--- src/rtl/register_file.sv ---
// General-purpose register bank: one synchronous write port, two combinational read ports.
// Optional write-through bypass enabled by defining REGFILE_BYPASS_EN.
`ifndef WORD_WIDTH
`define WORD_WIDTH 16
`endif

module register_file #(
    parameter int unsigned word_width = `WORD_WIDTH,
    parameter int unsigned addr_width = 3,
    parameter int unsigned zero_reg   = 0
) (
    input  logic                  clk,
    input  logic                  rst,
    input  logic                  we,
    input  logic [addr_width-1:0] waddr,
    input  logic [word_width-1:0] in,
    input  logic                  oe_a,
    input  logic [addr_width-1:0] raddr_a,
    output logic [word_width-1:0] out_a,
    input  logic                  oe_b,
    input  logic [addr_width-1:0] raddr_b,
    output logic [word_width-1:0] out_b
);

    localparam int unsigned DEPTH   = 2 ** addr_width;
    localparam bit          ZERO_EN = (zero_reg != 0);

    logic [word_width-1:0] r_regs [DEPTH];
    logic                  w_wr_ok;
    logic [word_width-1:0] w_rd_a;
    logic [word_width-1:0] w_rd_b;

    // Writes to the hard-wired zero register never land.
    assign w_wr_ok = we && !(ZERO_EN && (waddr == '0));

    always_ff @(posedge clk) begin
        if (rst) begin
            r_regs <= '{default: '0};
        end else if (w_wr_ok) begin
            r_regs[waddr] <= in;
        end
    end

    always_comb begin
        w_rd_a = r_regs[raddr_a];
        if (ZERO_EN && (raddr_a == '0)) begin
            w_rd_a = '0;
        end
`ifdef REGFILE_BYPASS_EN
        // Forward the pending write; reset suppresses it so the stored value shows.
        if (!rst && w_wr_ok && (raddr_a == waddr)) begin
            w_rd_a = in;
        end
`endif
        out_a = oe_a ? w_rd_a : '0;
    end

    always_comb begin
        w_rd_b = r_regs[raddr_b];
        if (ZERO_EN && (raddr_b == '0)) begin
            w_rd_b = '0;
        end
`ifdef REGFILE_BYPASS_EN
        if (!rst && w_wr_ok && (raddr_b == waddr)) begin
            w_rd_b = in;
        end
`endif
        out_b = oe_b ? w_rd_b : '0;
    end

endmodule

--- config.mk ---
export PLATFORM = sky130hd
export DESIGN_NAME = register_file
export DESIGN_NICKNAME = d
export VERILOG_FILES = /design/src/rtl/register_file.sv
export SDC_FILE = /design/constraint.sdc
export NUM_CORES = 1
export LEC_CHECK = 0
export ABC_CLOCK_PERIOD_IN_PS = 1900
export BUFFER_PORTS_ARGS = -buffer_cell sky130_fd_sc_hd__buf_2
export CAP_MARGIN = 25
export CORE_UTILIZATION = 60
export DETAILED_ROUTE_END_ITERATION = 8
export PLACE_DENSITY_LB_ADDON = 0.3
export SLEW_MARGIN = 10
export SYNTH_ARGS = -nofsm -noshare
export SYNTH_HDL_FRONTEND = slang
export SYNTH_SLANG_ARGS = --single-unit
--- constraint.sdc ---
create_clock -name clk -period 1.9 [get_ports clk]
set_clock_uncertainty 0.2 [all_clocks]
set_input_delay 0.285 -clock clk [delete_from_list [all_inputs] [get_ports clk]]
set_output_delay 0.285 -clock clk [all_outputs]
set_load 0.02 [all_outputs]
**Yosys cells after proc, flatten, opt, wreduce, memory -nomap -nowiden**

Index checks and enable logic that the tools add are counted.

- Mux-type cells: 11
- $lt $le $gt $ge: 4
- Reduce and logical (&&, ||, !) cells: 1
- Bitwise logic cells: 3

Operators by type and width:

| operator | number |
|---|---|
| 128-bit bitwise mux | 1 |
| 16-bit two-way mux | 7 |
| 16-bit binary-select mux with 3-bit select | 2 |
| 16-bit demux with 3-bit select | 1 |
| 4-bit >= comparator, second input constant | 3 |
| 3-bit inverter with 4-bit output | 3 |
| 4-bit by 1-bit < comparator with 1-bit output, second input constant | 1 |
| 1-bit logical AND | 1 |

- Input port bits: 30
- Logic and storage cells: 27
- Flip-flop bits (word level): 128
- Output and inout port bits: 32

**Logic depth before layout (Yosys ltp)**

Gate-level depths: netlist of run 1.

- Word-level depth: 6
- Depth in mapped cells: 6
- Gate-level depth less buffers: 3

**Worst setup path before layout of run 1**

No wires, ideal clock.

- Path type: input to output
- Start: input raddr_a[1]
- End: output out_a[10]
- Path slack: -91 ps
- Path buffers: 2
- Required time: 1,415 ps
- Stages on the path: 5
- Arrival time: 1,506 ps
- Cells stage by stage: buf_6 buf_12 mux4_2 inv_1 a221oi_1

- Cells in the longest elaborated chain, start to end: 5

RTL lines:

| what | line | RTL |
|---|---|---|
| from (decl) | 18 | `input logic [addr_width-1:0] raddr_a,` |
| 3-bit inverter with 4-bit output (implied by the code) | 45 | `w_rd_a = r_regs[raddr_a];` |
| 16-bit binary-select mux with 3-bit select | 45 |  |
| 16-bit two-way mux (implied by the code) (2 in series) | 45 |  |
| 16-bit two-way mux | 55 | `out_a = oe_a ? w_rd_a : '0;` |
| to (decl) | 19 | `output logic [word_width-1:0] out_a,` |

Every way passes these cells. The select of a mux whose other input is x is not followed.

**Worst setup path after layout of run 1**

- Start: register r_regs[5] (netlist name)
- End: output out_b[5]

- Cells in the longest elaborated chain, start to end: 4

RTL lines:

| what | line | RTL |
|---|---|---|
| from (decl) | 28 | `logic [word_width-1:0] r_regs [DEPTH];` |
| from (signal, indexed assignment) | 40 | `r_regs[waddr] <= in;` |
| 16-bit binary-select mux with 3-bit select | 59 | `w_rd_b = r_regs[raddr_b];` |
| 16-bit two-way mux (implied by the code) (2 in series) | 59 |  |
| 16-bit two-way mux | 68 | `out_b = oe_b ? w_rd_b : '0;` |
| to (decl) | 22 | `output logic [word_width-1:0] out_b` |

Every way passes these cells. The select of a mux whose other input is x is not followed.

==> flow_summary_export.csv, run 1 <==
group,metric,value,unit
run_status,status,"finished, violations left",
run_status,violations,"negative setup slack",
drt,post_drt_via_cell_ratio,6.56,
finish,mostFrequentLayoutCell,"nand2_1",
drt,drc,0,
placed_design,gp_congestion,0.960,
sta,hold_viol,0,
sta,worst_slack,-0.191,ns
drt,final_antenna_net_count,0,
critical_path,end_kind,"output port",
drt,dr.pass1.iters,5,
synth,yosys_warnings,0,
finish,regMostFlops,"r_regs",
sta,maxSlewHeadroom,70.7,%
finish,mostFrequentLayoutCells,"nand2_1 (256), a21oi_1 (128), dfxtp_1 (90), buf_4 (89), dfxtp_2 (38)",
global_routing,grt_pass1_wl,35.0,mm
synth,synthCells,809,
power_and_ir_drop,cell_internal_pwr,5.12,mW
power_and_ir_drop,p_comb_share,12.9,%
die,core.rowCount,38,
clock_tree,max-clock-path-buffers,2,
finish,drive_gt1_share,36.8,%
placed_design,portBuffers,61,
power_and_ir_drop,leakage,3.13,nW
die,die_area,0.0119,mm²
clock_tree,clock_latency,0.42,ns
finish,stdcell_area,0.00854,mm²
job,max_cap_viol_count,0,
placed_design,dp_slack,-0.137,ns
drt,vias,6823,
sta,fin_setup_tns,-4.53,ns
placed_design,hpwl,14.9,mm
sta,fin_crit,2.09,ns
power_and_ir_drop,power.share.clock,46.8,%
finish,reg_top3,"r_regs x128",
critical_path,critical_path.max_fanout,3,
power_and_ir_drop,vdd_ir_drop_max,0.780,mV
synth,ys_ff_latch,128,
critical_path,crit_required,1.41,ns
synth,synth-seq-area-share,37.3,%
die,num_io_pins,62,
drt,wl_per_cell,21.8,µm
global_routing,grt.overflow.total,0,
finish,antennaDiodeCount,0,
synth,syn_nets,839,
sta,worstMarginPinSlew,0.440,ns
clock_tree,htreeDepth,4,
global_routing,grt_pass1_vias,6694,
drt,drt_iter0_markers,899,
drt,routed_wl,22.7,mm
power_and_ir_drop,p_sw_share,26.2,%
global_routing,grt_max_degree,38,
die,core_area,0.0110,mm²
finish,postLayoutCoreUtil,77.8,%
clock_tree,path_clk_slew,0.06,ns
critical_path,critPathMaxStageDelay,0.52,ns
finish,area_growth,24.2,%
power_and_ir_drop,seqPwrFrac,40.3,%
critical_path,critical_path.cell_chain,"mux4_2 > inv_2 > a221oi_2 > buf_4",
worst_hold_path,hp-class,"input pin to register",
sta,drv_slew,0,
synth,syn_area,0.00688,mm²
die,die_w,109,µm
placed_design,placed_area,0.00754,mm²
finish,largest_register_ffs,128,
sta,setup_violations,32,
clock_tree,cts-root-buf,"clkbuf_16",
power_and_ir_drop,power_density,812,mW/mm²
finish,nets,917,
global_routing,antenna_found_initial,0,
power_and_ir_drop,switchingPower,1.82,mW
sta,rsz0062_at_grt,"yes",
clock_tree,cts_made_buffers,17,
die,die_h,109,µm
synth,ys_types,28,
critical_path,cp.arrival,1.61,ns
clock_tree,cts_sinks,128,
global_routing,grtUsageTotal,39.8,%
synth,avgSynthCellArea,8.50,µm²
critical_path,path_class,"register to output port",
die,start_util,62.6,%
critical_path,slowest_stage,"mux4_2",
sta,hold_slack,0.0163,ns
sta,min_period_over_period,110,%
critical_path,start_kind,"register",
sta,max_freq,0.478,GHz
clock_tree,cts_tree,"built",
==> cell families after synthesis <==
kind of cell / count (synthesis) / share of synthesized area, %
AOI/OAI and AO/OA: 192 / 16.2
muxes: 96 / 20.4
DFF: 128 / 37.3
and+or+nand+nor: 276 / 16.9
buffers and inverters: 117 / 9.24
==> what timing repair did <==
item,in CTS,in global routing
pin swaps,1,2
endpoints found under the hold margin,44,0
gates cloned,0,0
endpoints found under the setup margin,32,32
buffers inserted,3,1
gates resized for setup,107,21
hold buffers,14,0
==> cells in the mapped netlist <==
| master | instances | area [µm²] |
|---|---|---|
| a21oi_1 | 128 | 641 |
| a221oi_1 | 27 | 236 |
| a221oi_2 | 5 | 75.1 |
| and4_1 | 1 | 8.76 |
| and4b_1 | 3 | 30.0 |
| and4bb_1 | 2 | 25.0 |
| and4bb_2 | 1 | 12.5 |
| buf_12 | 2 | 40.0 |
| buf_2 | 32 | 160 |
| buf_4 | 19 | 143 |
| buf_6 | 6 | 67.6 |
| clkbuf_1 | 24 | 90.1 |
| clkbuf_4 | 2 | 15.0 |
| dfxtp_1 | 128 | 2560 |
| inv_1 | 32 | 120 |
| mux2_2 | 32 | 360 |
| mux2i_1 | 32 | 320 |
| mux4_2 | 32 | 721 |
| nand2_1 | 256 | 961 |
| nand2b_1 | 2 | 12.5 |
| nand4_1 | 1 | 6.26 |
| nand4b_1 | 2 | 17.5 |
| nand4b_2 | 1 | 15.0 |
| nand4bb_1 | 3 | 33.8 |
| nor2_1 | 2 | 7.51 |
| nor4b_4 | 1 | 23.8 |
| o21ai_0 | 32 | 160 |
| or4b_1 | 1 | 10.0 |
==> critical path: cells and delay by family, from the launching register on <==
| family | cells | cell delay [ns] |
|---|---|---|
| AO/OA/AOI/OAI | 1 | 0.06 |
| flip-flops | 1 | 0.33 |
| buffers and inverters | 2 | 0.26 |
| multiplexers | 1 | 0.52 |
==> per-layer routing <==
metal | up-vias | wire (µm) | GRT usage [%]
met5 | - | 0 | 0
met4 | 0 | 1140 | 22.9
met3 | 135 | 2460 | 11.2
met2 | 479 | 10600 | 62.2
met1 | 3257 | 8530 | 49.2
li1 | 2952 | - | -
==> path summary, 6_finish.rpt <==
check / start / to / cells after the start / slack (ns)
max: r_regs[5] / out_b[5] / 4 / -0.19
min: in[11] / r_regs[43] / 3 / 0.02
max reg2reg: r_regs[47] / r_regs[47] / 4 / 0.86
min reg2reg: r_regs[79] / r_regs[79] / 2 / 0.27
==> cell type report <==
class | instances | area (µm²)
multi-input cells | 564 | 3860
flip-flops and latches | 128 | 2610
fillers | 712 | 2440
repair buffers | 144 | 1180
clock buffers | 20 | 457
well taps | 140 | 175
clock inverters | 12 | 135
inverters | 32 | 120
==> power by group through the flow <==
| stage | logic (mW) | registers, mW | clock network, mW |
|---|---|---|---|
| CTS | 0.861 | 2.79 | 3.25 |
| global route | 0.940 | 2.80 | 3.38 |
| floorplan | 0.530 | 2.83 | 0 |
| finish | 0.897 | 2.80 | 3.24 |
| detailed placement | 0.788 | 2.84 | 0 |
| global placement | 0.763 | 2.84 | 0 |
==> metrics by stage <==
step / total power, mW / std cells
detailed placement: 3.63 / 990
global route: 7.12 / 1040
floorplan: 3.36 / 809
global placement: 3.60 / 990
CTS: 6.90 / 1039
finish: 6.93 / 1040
Power figures use the tool's default switching activity.
==> run 2, diff against run 1 <==
--- a/config.mk
+++ b/config.mk
@@ -5,10 +5,11 @@
 export SDC_FILE = /design/constraint.sdc
 export NUM_CORES = 1
 export LEC_CHECK = 0
-export ABC_CLOCK_PERIOD_IN_PS = 1900
+export ABC_CLOCK_PERIOD_IN_PS = 1830
 export BUFFER_PORTS_ARGS = -buffer_cell sky130_fd_sc_hd__buf_2
 export CAP_MARGIN = 25
-export CORE_UTILIZATION = 60
+export CORE_UTILIZATION = 54
+export CTS_CLUSTER_SIZE = 8
 export DETAILED_ROUTE_END_ITERATION = 8
 export PLACE_DENSITY_LB_ADDON = 0.3
 export SLEW_MARGIN = 10
==> constraint.sdc (replaced) <==
create_clock -name clk -period 1.83 [get_ports clk]
set_clock_uncertainty 0.2 [all_clocks]
set_input_delay 0.2745 -clock clk [delete_from_list [all_inputs] [get_ports clk]]
set_output_delay 0.2745 -clock clk [all_outputs]
set_load 0.02 [all_outputs]
==> run 2 against run 1 <==
  * The run still ends with negative setup slack left
  * Final cell count up 1.8%
  * Routed wire length is 1.4% lower
  * Total power rose by 8.2%
  * Largest power group unchanged
  * Highest routed layer unchanged
==> flow_summary_export.csv, run 2 (synthesized netlist as in run 1, its figures left out) <==
group,metric,value,unit
sta,setup_violations,32,
finish,area_growth,26.6,%
clock_tree,cts_sinks,128,
critical_path,crit_required,1.36,ns
sta,min_period_over_period,113,%
drt,drc,0,
die,core.rowCount,40,
drt,dr.pass1.iters,6,
clock_tree,max-clock-path-buffers,2,
finish,stdcell_area,0.00870,mm²
placed_design,gp_congestion,0.984,
critical_path,critical_path.max_fanout,3,
drt,final_antenna_net_count,0,
power_and_ir_drop,leakage,3.15,nW
drt,vias,6686,
critical_path,cp.arrival,1.59,ns
sta,max_freq,0.485,GHz
global_routing,grt_pass1_wl,34.7,mm
run_status,status,"finished, violations left",
finish,reg_top3,"r_regs x128",
global_routing,antenna_found_initial,0,
power_and_ir_drop,vdd_ir_drop_max,0.754,mV
power_and_ir_drop,p_sw_share,26.1,%
placed_design,portBuffers,61,
clock_tree,path_clk_slew,0.06,ns
critical_path,rrSetupSlack,0.91,ns
die,die_h,115,µm
power_and_ir_drop,power.share.clock,48.7,%
die,num_io_pins,62,
drt,wl_per_cell,21.2,µm
sta,worstMarginPinSlew,0.385,ns
finish,nets,908,
critical_path,reg2reg_depth,2,
critical_path,reg2reg_from,"r_regs[123]",
critical_path,cp-endpoint,"out_a[5]",
critical_path,end_kind,"output port",
placed_design,placed_area,0.00766,mm²
finish,post_layout_nonfiller_instances,1059,
drt,post_drt_via_cell_ratio,6.31,
clock_tree,cts-root-buf,"clkbuf_16",
power_and_ir_drop,p_total,7.50,mW
sta,maxSlewHeadroom,74.3,%
global_routing,grt.overflow.total,0,
drt,drt_iter0_markers,790,
clock_tree,clock_latency,0.43,ns
worst_hold_path,hp-class,"input pin to register",
placed_design,dp_cells,1009,
sta,hold_slack,0.00773,ns
clock_tree,cts_made_buffers,17,
finish,postLayoutCoreUtil,71.3,%
sta,fin_crit,2.06,ns
placed_design,hpwl,14.7,mm
sta,hold_viol,0,
clock_tree,htreeDepth,4,
run_status,violations,"negative setup slack",
power_and_ir_drop,p_comb_share,12.7,%
power_and_ir_drop,power_density,862,mW/mm²
die,die_area,0.0132,mm²
global_routing,grt_max_degree,39,
clock_tree,cts_tree,"built",
sta,rsz0062_at_grt,"yes",
finish,antennaDiodeCount,0,
power_and_ir_drop,cell_internal_pwr,5.54,mW
drt,routed_wl,22.4,mm
die,die_w,115,µm
finish,mostFrequentLayoutCell,"nand2_1",
finish,drive_gt1_share,35.8,%
global_routing,grt_pass1_vias,6445,
sta,worst_slack,-0.231,ns
finish,regMostFlops,"r_regs",
sta,drv_slew,0,
finish,mostFrequentLayoutCells,"nand2_1 (256), a21oi_1 (128), dfxtp_1 (93), buf_4 (68), dfxtp_2 (35)",
finish,largest_register_ffs,128,
job,max_cap_viol_count,0,
critical_path,start_kind,"register",
power_and_ir_drop,switchingPower,1.96,mW
critical_path,worstSetupStartpoint,"r_regs[37]",
global_routing,grtUsageTotal,35.2,%
die,core_area,0.0122,mm²
power_and_ir_drop,seqPwrFrac,38.6,%
die,start_util,56.3,%
critical_path,path_class,"register to output port",
critical_path,r2r-end,"r_regs[123]",
run 2: changes by cell type in the layout (fill, tap and decap cells not counted), sizes merged:
cell / change
buf: -11
bufinv: +2
clkbuf: -3
clkinvlp: -1
dlygate4sd3: +2
inv: +2
run 2: cell type report:
class | instances | area (µm²)
inverter | 32 | 120
tap | 168 | 210
fill | 878 | 3510
timing repair buffer | 135 | 1240
sequential | 128 | 2610
clock buffer | 17 | 425
multi-input combinational | 564 | 3880
clock inverter | 15 | 209
run 2: what timing repair did:
item,CTS,global route
endpoints found under the hold margin,108,0
buffers inserted,2,0
cloned,0,0
setup endpoints to repair,32,32
gates resized for setup,99,26
pin swaps,1,1
hold buffers,16,0
run 2: metrics by stage:
stage          worst slack (ns)  TNS [ns]
2_1_floorplan            -0.140    -0.782
3_3_place_gp             -0.197     -3.65
3_5_place_dp             -0.168     -3.70
4_1_cts                  -0.223     -5.87
5_1_grt                  -0.251     -7.04
6_report                 -0.231     -6.08
run 2: worst min path at each step:
| stage | from | end | depth (start not counted) |
|---|---|---|---|
| 6_report | rst | r_regs[3] | 2 |
| 5_1_grt | rst | r_regs[100] | 2 |
| 4_1_cts | rst | r_regs[100] | 2 |
| 3_5_place_dp | r_regs[20] | r_regs[20] | 2 |
| 3_3_place_gp | r_regs[22] | r_regs[22] | 2 |
| 2_1_floorplan | r_regs[16] | r_regs[16] | 2 |
run 2: worst max-delay path, stage by stage (launching register included):
cell      delay [ns]
dfxtp_1         0.33
mux4_2          0.52
inv_2           0.09
a221oi_2        0.06
buf_4           0.16
run 2: per-layer routing:
metal,up-vias,global-route usage (%),part of all wire [%]
met5,-,0,0
met1,3141,45.2,39
met4,0,17.7,4.2
met3,111,8.22,11
met2,502,55.9,47
li1,2932,-,-
run 2: power by group through the flow:
stage,Clock (mW),Combinational [mW],Sequential (mW)
floorplan,0,0.556,2.94
global placement,0,0.822,2.95
detailed placement,0,0.841,2.95
CTS,3.66,0.913,2.89
global route,3.79,0.994,2.90
finish,3.65,0.952,2.90
==> run 3, diff against run 2 <==
--- a/config.mk
+++ b/config.mk
@@ -8,9 +8,11 @@
 export ABC_CLOCK_PERIOD_IN_PS = 1830
 export BUFFER_PORTS_ARGS = -buffer_cell sky130_fd_sc_hd__buf_2
 export CAP_MARGIN = 25
-export CORE_UTILIZATION = 54
+export CORE_UTILIZATION = 56
+export CTS_BUF_LIST = sky130_fd_sc_hd__clkbuf_2 sky130_fd_sc_hd__clkbuf_4 sky130_fd_sc_hd__clkbuf_8
 export CTS_CLUSTER_SIZE = 8
 export DETAILED_ROUTE_END_ITERATION = 8
+export GPL_TIMING_DRIVEN = 0
 export PLACE_DENSITY_LB_ADDON = 0.3
 export SLEW_MARGIN = 10
 export SYNTH_ARGS = -nofsm -noshare
==> run 3 against run 2 <==
  * The run still ends with negative setup slack left
  * Count of clock-buffer cells in the layout up 1
  * Design area down 5.3%
  * Non-clock buffer count up 6
  * Routed wire length down 3.3%
  * Total power down 11%
  * Critical path type unchanged
  * Largest cell class unchanged
  * Largest power group unchanged
==> flow_summary_export.csv, run 3 (synthesized netlist as in run 1, its figures left out) <==
group,metric,value,unit
finish,reg_top3,"r_regs x128",
run_status,status,"finished, violations left",
sta,drv_slew,0,
critical_path,end_kind,"output port",
global_routing,grt_pass1_vias,6397,
finish,nets,914,
drt,routed_wl,21.7,mm
critical_path,worstSetupStartpoint,"r_regs[5]",
worst_hold_path,min_path_cells,2,
clock_tree,htreeDepth,4,
sta,hold_viol,0,
placed_design,gp_congestion,0.897,
finish,mostFrequentLayoutCells,"nand2_1 (256), a21oi_1 (128), dfxtp_1 (95), buf_4 (49), buf_2 (40)",
sta,max_freq,0.466,GHz
die,start_util,57.2,%
critical_path,reg2reg_depth,3,
sta,setup_violations,32,
critical_path,reg2reg_from,"r_regs[32]",
finish,postLayoutCoreUtil,68.6,%
finish,regMostFlops,"r_regs",
finish,area_growth,19.9,%
finish,mostFrequentLayoutCell,"nand2_1",
clock_tree,cts_made_buffers,17,
global_routing,grtUsageTotal,35.3,%
finish,post_layout_nonfiller_instances,1044,
drt,vias,6487,
sta,fin_crit,2.14,ns
drt,final_antenna_net_count,0,
run_status,violations,"negative setup slack",
clock_tree,clock_latency,0.46,ns
clock_tree,max-clock-path-buffers,2,
job,max_cap_viol_count,0,
critical_path,cpLargestDelayFamily,"multiplexers",
global_routing,grt.overflow.total,0,
critical_path,critical_path.cell_chain,"mux4_2 > inv_2 > a221oi_2 > buf_4",
finish,largest_register_ffs,128,
placed_design,hpwl,15.3,mm
die,core_area,0.0120,mm²
drt,dr.pass1.iters,6,
finish,fillCellCount,954,
sta,maxSlewHeadroom,36.0,%
critical_path,rrSetupSlack,0.90,ns
critical_path,crit_required,1.36,ns
clock_tree,path_clk_slew,0.08,ns
drt,drt_iter0_markers,661,
critical_path,critPathBufInv,2,
sta,rsz0062_at_grt,"yes",
critical_path,slowest_stage,"mux4_2",
critical_path,path_class,"register to output port",
clock_tree,cts_sinks,128,
power_and_ir_drop,power_density,810,mW/mm²
power_and_ir_drop,leakage,2.96,nW
critical_path,r2r-end,"r_regs[32]",
sta,worstMarginPinSlew,0.960,ns
placed_design,portBuffers,38,
global_routing,grt_pass1_wl,34.1,mm
clock_tree,cts-root-buf,"clkbuf_8",
finish,drive_gt1_share,33.7,%
die,die_w,113,µm
critical_path,critPathMaxStageDelay,0.53,ns
critical_path,cp.arrival,1.67,ns
drt,drc,0,
sta,min_period_over_period,117,%
critical_path,cp.depth,4,
sta,worst_slack,-0.314,ns
die,die_h,113,µm
drt,post_drt_via_cell_ratio,6.21,
finish,ff_latch_area,0.00260,mm²
critical_path,critical_path.max_fanout,3,
finish,multi_input_area,0.00389,mm²
power_and_ir_drop,vdd_ir_drop_max,0.865,mV
critical_path,start_kind,"register",
global_routing,grt_max_degree,17,
global_routing,antenna_found_initial,0,
critical_path,cp-endpoint,"out_b[5]",
clock_tree,cts_tree,"built",
drt,wl_per_cell,20.7,µm
placed_design,dp_cells,994,
finish,antennaDiodeCount,0,
die,num_io_pins,62,
die,die_area,0.0127,mm²
die,core.rowCount,40,
worst_hold_path,hp-class,"input pin to register",
[run 3: cell count changes in the layout (fill, tap and decap cells not counted), moves of 4 or more]
| cell | before | now |
|---|---|---|
| clkbuf_8 | 0 | 17 |
| clkbuf_4 | 0 | 4 |
| buf_6 | 3 | 9 |
| buf_2 | 28 | 40 |
| buf_12 | 20 | 2 |
| o21ai_1 | 10 | 3 |
| o21ai_0 | 22 | 29 |
| clkbuf_1 | 0 | 22 |
| clkbuf_16 | 17 | 0 |
| buf_4 | 68 | 49 |
[run 3: worst min path at each step]
stage,slack (ns),from,to
2_1_floorplan,0.24,r_regs[16],r_regs[16]
3_3_place_gp,0.25,r_regs[97],r_regs[97]
3_5_place_dp,0.26,r_regs[123],r_regs[123]
4_1_cts,0.08,rst,r_regs[47]
5_1_grt,0.1,rst,r_regs[111]
6_report,0.09,rst,r_regs[47]
[run 3: metal layers]
| layer | up-vias | share of wire, % | GRT usage, % |
|---|---|---|---|
| li1 | 2948 | - | - |
| met1 | 3098 | 40 | 46.7 |
| met2 | 384 | 47 | 55.8 |
| met3 | 57 | 10 | 8.73 |
| met4 | 0 | 2.6 | 13.6 |
| met5 | - | 0 | 0 |
[run 3: final cells by class]
class                   count  share of cell area, %
plain buffers              85                   6.35
clock buffers              18                   2.93
clock inverters            14                   2.76
inverters                  32                   1.46
multi-input cells         564                   47.2
flip-flops and latches    128                   31.6
well taps                 147                   2.23
repair buffers             56                   5.48
[run 3: power by group]
group | leakage (nW) | switching [mW] | total, mW | internal [mW]
combinational | 1.68 | 0.542 | 0.885 | 0.343
sequential | 1.05 | 0.0443 | 2.89 | 2.85
clock | 0.233 | 1.24 | 2.90 | 1.66
total | 2.96 | 1.82 | 6.67 | 4.85
[run 3: through the flow]
stage	setup slack, ns	area [µm²]	hold WS, ns	setup TNS (ns)	total power [mW]
2_1_floorplan	-0.140	6990	0.242	-0.782	3.49
3_5_place_dp	-0.500	7360	0.263	-11.22	3.73
5_1_grt	-0.346	8240	0.0966	-9.52	6.87
3_3_place_gp	-0.477	7360	0.248	-10.48	3.71
6_report	-0.314	8240	0.0924	-8.43	6.67
4_1_cts	-0.301	8180	0.0788	-8.42	6.64
[run 3: what timing repair did]
| action | in CTS | in global routing |
|---|---|---|
| pin swaps | 7 | 2 |
| endpoints found under the setup margin | 32 | 32 |
| hold buffers | 16 | 0 |
| gates resized for setup | 99 | 24 |
| buffers inserted | 1 | 1 |
| endpoints found under the hold margin | 127 | 0 |
